[src/rtl/cross_bar_pkg.sv]
// Shared definitions for the 4x4 cross_bar: default sizing, address decode
// field, command encoding and the slave arbiter state type.
package cross_bar_pkg;

  localparam int unsigned N_MASTERS_DEF = 4;
  localparam int unsigned ADDR_SEL_MSB  = 31;
  localparam int unsigned ADDR_SEL_LSB  = 30;
  localparam int unsigned ADDR_SEL_W    = ADDR_SEL_MSB - ADDR_SEL_LSB + 1;

  localparam logic CMD_WRITE = 1'b0;
  localparam logic CMD_READ  = 1'b1;

  typedef enum logic [1:0] {
    ARB_IDLE,
    ARB_REQ,
    ARB_RESP
  } arb_state_t;

  // Slave index selected by a master address.
  function automatic logic [ADDR_SEL_W-1:0] addr_sel(input logic [31:0] addr);
    return addr[ADDR_SEL_MSB:ADDR_SEL_LSB];
  endfunction

endpackage

[src/rtl/rr_pick.sv]
// Combinational round-robin picker: returns the first set request bit found
// scanning ptr, ptr+1, ... modulo N. N must be a power of two so the index
// arithmetic wraps naturally.
// Ports:
//   req     - request vector
//   ptr     - highest-priority index
//   grant_c - one-hot of the picked request (zero when none)
//   idx_c   - index of the picked request (zero when none)
//   any_c   - at least one request is set
module rr_pick
  import cross_bar_pkg::*;
#(
  parameter  int unsigned N  = N_MASTERS_DEF,
  localparam int unsigned IW = $clog2(N)
) (
  input  logic [N-1:0]  req,
  input  logic [IW-1:0] ptr,
  output logic [N-1:0]  grant_c,
  output logic [IW-1:0] idx_c,
  output logic          any_c
);

  logic [IW-1:0] cand;

  // Scan from the far end back toward ptr so the nearest hit is written last.
  always_comb begin
    grant_c = '0;
    idx_c   = '0;
    any_c   = 1'b0;
    cand    = '0;
    for (int k = int'(N) - 1; k >= 0; k--) begin
      cand = ptr + IW'(k);
      if (req[cand]) begin
        idx_c = cand;
        any_c = 1'b1;
      end
    end
    if (any_c) grant_c[idx_c] = 1'b1;
  end

endmodule

[src/rtl/cross_bar_slave_arbiter.sv]
// Per-slave round-robin arbiter for the 4x4 cross_bar. The winning master owns
// the slave for the whole transaction: until ack for a write, until resp for a
// read. Drives the request-path grant and the response-path select.
// Optional watchdog: define CB_ARB_TIMEOUT_EN to abort transactions that see
// no completing ack/resp within TIMEOUT_CYCLES and pulse timeout_o.
// Ports:
//   clk, rst      - clock, synchronous active-high reset
//   req_i         - per-master request decoded for this slave
//   cmd_i         - per-master command (0 write, 1 read)
//   slave_ack_i   - slave accepted the request (pulse)
//   slave_resp_i  - slave read data valid (pulse)
//   grant_o       - one-hot request-path grant
//   resp_sel_o    - one-hot response-path select
//   owner_o       - index of current owner, valid while busy_o
//   busy_o        - slave is owned
//   timeout_o     - watchdog abort pulse (CB_ARB_TIMEOUT_EN only)
module cross_bar_slave_arbiter
  import cross_bar_pkg::*;
#(
  parameter  int unsigned N_MASTERS      = N_MASTERS_DEF,
  parameter  int unsigned TIMEOUT_CYCLES = 256,
  localparam int unsigned IW             = $clog2(N_MASTERS)
) (
  input  logic                 clk,
  input  logic                 rst,
  input  logic [N_MASTERS-1:0] req_i,
  input  logic [N_MASTERS-1:0] cmd_i,
  input  logic                 slave_ack_i,
  input  logic                 slave_resp_i,
  output logic [N_MASTERS-1:0] grant_o,
  output logic [N_MASTERS-1:0] resp_sel_o,
  output logic [IW-1:0]        owner_o,
`ifdef CB_ARB_TIMEOUT_EN
  output logic                 timeout_o,
`endif
  output logic                 busy_o
);

  arb_state_t           state_q, state_d;
  logic                 cmd_q, cmd_d;
  logic [IW-1:0]        ptr_q, ptr_d;
  logic [IW-1:0]        owner_d;
  logic [N_MASTERS-1:0] grant_d, resp_sel_d;

  logic [N_MASTERS-1:0] pick_onehot;
  logic [IW-1:0]        pick_idx;
  logic                 pick_any;

`ifdef CB_ARB_TIMEOUT_EN
  localparam int unsigned CW = $clog2(TIMEOUT_CYCLES + 1);
  logic [CW-1:0] cnt_q, cnt_d;
  logic          timeout_d;
  logic          expire;
`else
  logic unused_timeout_cfg;
  assign unused_timeout_cfg = ^TIMEOUT_CYCLES;
`endif

  rr_pick #(.N(N_MASTERS)) u_pick (
    .req     (req_i),
    .ptr     (ptr_q),
    .grant_c (pick_onehot),
    .idx_c   (pick_idx),
    .any_c   (pick_any)
  );

  // Next-state, owner bookkeeping and next registered outputs.
  always_comb begin
    state_d = state_q;
    owner_d = owner_o;
    cmd_d   = cmd_q;
    ptr_d   = ptr_q;
`ifdef CB_ARB_TIMEOUT_EN
    cnt_d     = '0;
    timeout_d = 1'b0;
    expire    = (cnt_q == CW'(TIMEOUT_CYCLES - 1));
`endif

    case (state_q)
      ARB_IDLE: begin
        // ack/resp are ignored here; only new requests matter.
        if (pick_any) begin
          state_d = ARB_REQ;
          owner_d = pick_idx;
          cmd_d   = |(cmd_i & pick_onehot);
        end
      end

      ARB_REQ: begin
`ifdef CB_ARB_TIMEOUT_EN
        cnt_d = cnt_q + CW'(1);
`endif
        // A completing ack beats an abort or a timeout in the same cycle.
        if (slave_ack_i) begin
          if (cmd_q == CMD_READ && !slave_resp_i) begin
            state_d = ARB_RESP;
`ifdef CB_ARB_TIMEOUT_EN
            cnt_d = '0;
`endif
          end else begin
            state_d = ARB_IDLE;
            ptr_d   = owner_o + IW'(1);
          end
        end else if (!req_i[owner_o]) begin
          state_d = ARB_IDLE;
          ptr_d   = owner_o + IW'(1);
        end
`ifdef CB_ARB_TIMEOUT_EN
        else if (expire) begin
          state_d   = ARB_IDLE;
          ptr_d     = owner_o + IW'(1);
          timeout_d = 1'b1;
        end
`endif
      end

      ARB_RESP: begin
`ifdef CB_ARB_TIMEOUT_EN
        cnt_d = cnt_q + CW'(1);
`endif
        if (slave_resp_i) begin
          state_d = ARB_IDLE;
          ptr_d   = owner_o + IW'(1);
        end
`ifdef CB_ARB_TIMEOUT_EN
        else if (expire) begin
          state_d   = ARB_IDLE;
          ptr_d     = owner_o + IW'(1);
          timeout_d = 1'b1;
        end
`endif
      end

      default: state_d = ARB_IDLE;
    endcase

    // Outputs follow the next state so they appear one cycle after the decision.
    grant_d    = '0;
    resp_sel_d = '0;
    if (state_d == ARB_REQ)  grant_d[owner_d]    = 1'b1;
    if (state_d == ARB_RESP) resp_sel_d[owner_d] = 1'b1;
  end

  // State, bookkeeping and output registers.
  always_ff @(posedge clk) begin
    if (rst) begin
      state_q    <= ARB_IDLE;
      cmd_q      <= CMD_WRITE;
      ptr_q      <= '0;
      owner_o    <= '0;
      grant_o    <= '0;
      resp_sel_o <= '0;
      busy_o     <= 1'b0;
`ifdef CB_ARB_TIMEOUT_EN
      cnt_q      <= '0;
      timeout_o  <= 1'b0;
`endif
    end else begin
      state_q    <= state_d;
      cmd_q      <= cmd_d;
      ptr_q      <= ptr_d;
      owner_o    <= owner_d;
      grant_o    <= grant_d;
      resp_sel_o <= resp_sel_d;
      busy_o     <= (state_d != ARB_IDLE);
`ifdef CB_ARB_TIMEOUT_EN
      cnt_q      <= cnt_d;
      timeout_o  <= timeout_d;
`endif
    end
  end

endmodule

[config.mk]
export PLATFORM = sky130hd
export DESIGN_NAME = cross_bar_slave_arbiter
export DESIGN_NICKNAME = d
export VERILOG_FILES = /design/src/rtl/cross_bar_pkg.sv /design/src/rtl/rr_pick.sv /design/src/rtl/cross_bar_slave_arbiter.sv
export SDC_FILE = /design/constraint.sdc
export NUM_CORES = 1
export LEC_CHECK = 0
export ABC_AREA = 1
export CORE_UTILIZATION = 47
export DETAILED_ROUTE_END_ITERATION = 6
export PLACE_DENSITY = 0.87
export SLEW_MARGIN = 20
export SYNTH_ARGS = -nofsm -noshare
export SYNTH_HDL_FRONTEND = slang
export SYNTH_SLANG_ARGS = --single-unit
[constraint.sdc]
create_clock -name clk -period 1.6 [get_ports clk]
set_input_delay 0.24 -clock clk [delete_from_list [all_inputs] [get_ports clk]]
set_output_delay 0.24 -clock clk [all_outputs]
set_load 0.05 [all_outputs]
==> results.tsv <==
stage	metric	value	unit
route	Detail Route met2 WL	1190	um
synthesis	sequential share of the synthesized area	34.9	%
worst_setup_path	Critical Path RT	1.83	ns
power	LEAKAGE	0.687	nW
route	DRC viols	0	
synthesis	EDFF count, synth	0	
worst_setup_path	Setup crit start kind	flop	
synthesis	netlist area before placement	918	um2
route	vias post-DR	897	
synthesis	most common flop cell mapped by yosys	dfxtp_1	
floorplan	count of standard-cell rows	15	
worst_setup_path	launch instance of the worst register-to-register path	ptr_q[0]	
floorplan	floorplan die area	2130	um2
sta	pin slew with the least headroom to its limit	0.340	ns
floorplan	placeable core region	1780	um2
worst_setup_path	terminus of the critical flop-to-flop path	resp_sel_o[3]	
cts	number of buffers created by CTS	3	
route	Starting DRT DRC Count	17	
worst_setup_path	critical setup path kind	reg2reg	
synthesis	biggest area contributors in the synthesized netlist	dfxtp_1, nand2_1, inv_1	
cts	clock-pin slew of the registers on the worst-case setup and hold paths	0.08	ns
cts	number of clock sinks seen by CTS	16	
synthesis	number of storage elements in the synthesis netlist	16	
power	worst vdd ir	1.04	mV
power	total power divided by cell area	1320	nW/um2
floorplan	number of I/O pins	23	
route	uppermost layer routed	met4	
route	mean routed wirelength per cell	11.7	um
route	remaining antenna violation count	0	
route	routed metal-1 wire length	851	um
global_route	sum of overflow across all layers after global routing	0	
global_route	via count of the first global-routing pass	813	
synthesis	most frequent cell after synthesis	nand2_1	
synthesis	top cell type by total area after synthesis	dfxtp_1	
sta	headroom to the max-slew limit	77.3	%
sta	count of final max-slew check failures	0	
final_layout	share of layout cells above drive strength 1	37.7	%
job	Max Cap Viol	0	
sta	setup repair after global routing missed its margin	true	
cts	number of H-tree levels	1	
sta	highest clock rate	0.625	GHz
worst_setup_path	cell count of the worst reg-to-reg path	11	
sta	final critical path time including I/O delays and setup	1.60	ns
final_layout	area taken by flip-flops and latches	325	um2
global_route	number of antenna violations at the first check in global routing	0	
run_status	failing checks	setup timing	
worst_setup_path	data arrival time at the worst-slack endpoint	1.83	ns
synthesis	post-synth net total	141	
cts	clock root buffer	clkbuf_4	
final_layout	footprint of the multi-input gates	582	um2
worst_hold_path	Hold WC Path Type	in2reg	
floorplan	horizontal extent of the die	46.2	um
final_layout	non-filler instance count after layout	187	
place	placed wire-length estimate	1590	um
floorplan	floorplan die height	46.2	um
cts	clk buf depth	2	
worst_setup_path	Critical Path Start	ptr_q[0]	
worst_setup_path	endpoint kind of the worst setup timing path	flop	
final_layout	Diodes inserted	0	
synthesis	synthesized netlist cell count	129	
global_route	global-route wire length before repair	3220	um
sta	final critical-path share of the clock period	100	%
synthesis	Async SR Flop Fraction	0	%
worst_hold_path	hold path endpoint	owner_o[1]	
place	Final GP Congestion	0.877	
run_status	result of the run	complete, but fails checks	
place	cell total after placement	182	
sta	Final Hold Fails	0	
final_layout	total of fill cells in the finished design	132	
sta	setup slack after layout	-0.00000855	ns
floorplan	starting utilization of the core area	51.5	%
route	final routed wirelength across all metal layers	2180	um
synthesis	Warnings, synthesis	0	
place	input/output buffers	22	
route	vias per cell	4.80	
cts	Clock Latency Late Sink	0.28	ns
global_route	pin count of the biggest net entering global routing	9	
synthesis	Avg Inst Size Synth	7.12	um2
sta	number of failing setup endpoints in the final timing report	1	
sta	setup TNS	-0.00000855	ns
route	DR pass1 iterations	4	
cts	TritonCTS clock tree	yes	
worst_setup_path	worst setup slack for register-to-register paths	-0.000009	ns
sta	final setup skew	0.00550	ns
synthesis	number of distinct standard cells referenced by the synthesized netlist	23	
place	area of placed instances	1210	um2
final_layout	final standard cell utilization of the core	75.9	%
synthesis	area share of the leading cell type in the synthesized netlist	34.9	%
worst_hold_path	worst hold path cell count	2	
final_layout	Layout Cell Area excl Fill	1350	um2
final_layout	Final Net Count	176	
synthesis	most numerous cell types in the synthesized netlist	nand2_1, inv_1, dfxtp_1	
route	Detail Route met3 WL	97	um
worst_setup_path	worst-path maximum fanout	7	
worst_hold_path	worst min-delay path startpoint	rst	
final_layout	Area Overhead vs Synth	47.4	%
global_route	total global routing track utilization	21.5	%
## kinds of logic (layout without fill, tap and decap cells)
logic type / Yosys count / after routing / synth area share [%]
compound gates: 15 / 15 / 11.7
xor+xnor: 2 / 2 / 2.73
buf+inv: 27 / 60 / 11.9
flops: 16 / 16 / 34.9
simple gates: 69 / 69 / 38.8
## repair_timing
action,CTS,global route
pin swaps,0,8
endpoints found under the setup margin,9,12
gates resized for setup,2,23
setup buffers,0,2
endpoints found under the hold margin,0,0
hold buffers,0,0
## area by class of cell
class / count / share of cell area [%]
tap: 25 / 2.31
timing repair buffer: 31 / 21.6
multi-input combinational: 86 / 43.0
inverter: 26 / 7.39
clock buffer: 3 / 1.66
sequential: 16 / 24.0
## critical path, stage by stage, from the launching register on
cell and delay, ns:
dfxtp_4 0.38, inv_2 0.07, buf_4 0.16, nand2_1 0.08, nand3_2 0.10, nand3_4 0.13
nand2_4 0.06, nand2_4 0.07, nand2_4 0.06, o21ai_4 0.24, nand2_2 0.09, nor2_1 0.09
## state kept, by name, summed over array words and instances, names as in the netlist
register / cells
grant_o: 4
owner_o: 2
resp_sel_o: 4
state_q: 2
cmd_q: 1
ptr_q: 2
busy_o: 1
## power breakdown
group          internal, mW  switching [mW]
Clock                0.0875           0.112
Combinational         0.413           0.651
Sequential            0.467          0.0613
Total                 0.967           0.824
## per-stage QoR
stage / hold slack [ns] / power [mW] / worst slack (ns)
after CTS: 0.540 / 1.64 / -0.000739
after detailed placement: 0.585 / 1.43 / -0.265
final: 0.537 / 1.79 / -0.00000855
after global routing: 0.561 / 1.90 / -0.101
after global placement: 0.575 / 1.40 / -0.195
after floorplan: 0.312 / 1.18 / 0.112
## metal layers
| metal | up-vias | global-route usage [%] |
|---|---|---|
| met1 | 391 | 21.8 |
| met5 | - | 0 |
| met2 | 27 | 41.1 |
| met4 | 0 | 10.6 |
| li1 | 471 | - |
| met3 | 8 | 3.92 |
## placed cells by master (no fill, tap or decap), drive strengths merged
master	netlist	layout
nand2	39	39
a21oi	6	6
and2	1	1
clkbuf	0	3
nor2	8	8
inv	26	26
nand4	2	2
xor2	1	1
o21ai	8	8
nor4	1	1
nor3	5	5
buf	1	20
dfxtp	16	16
dlymetal6s2s	0	3
clkdlybuf4s50	0	8
xnor2	1	1
nand3	13	13
o21bai	1	1
## worst max path at each step
| stage | to | depth (start not counted) |
|---|---|---|
| 2_1_floorplan | ptr_q[0] | 7 |
| 3_3_place_gp | grant_o[3] | 11 |
| 3_5_place_dp | grant_o[0] | 10 |
| 4_1_cts | resp_sel_o[0] | 10 |
| 5_1_grt | grant_o[1] | 11 |
| 6_report | resp_sel_o[3] | 11 |
No activity file was read; power rests on OpenSTA's default activity.
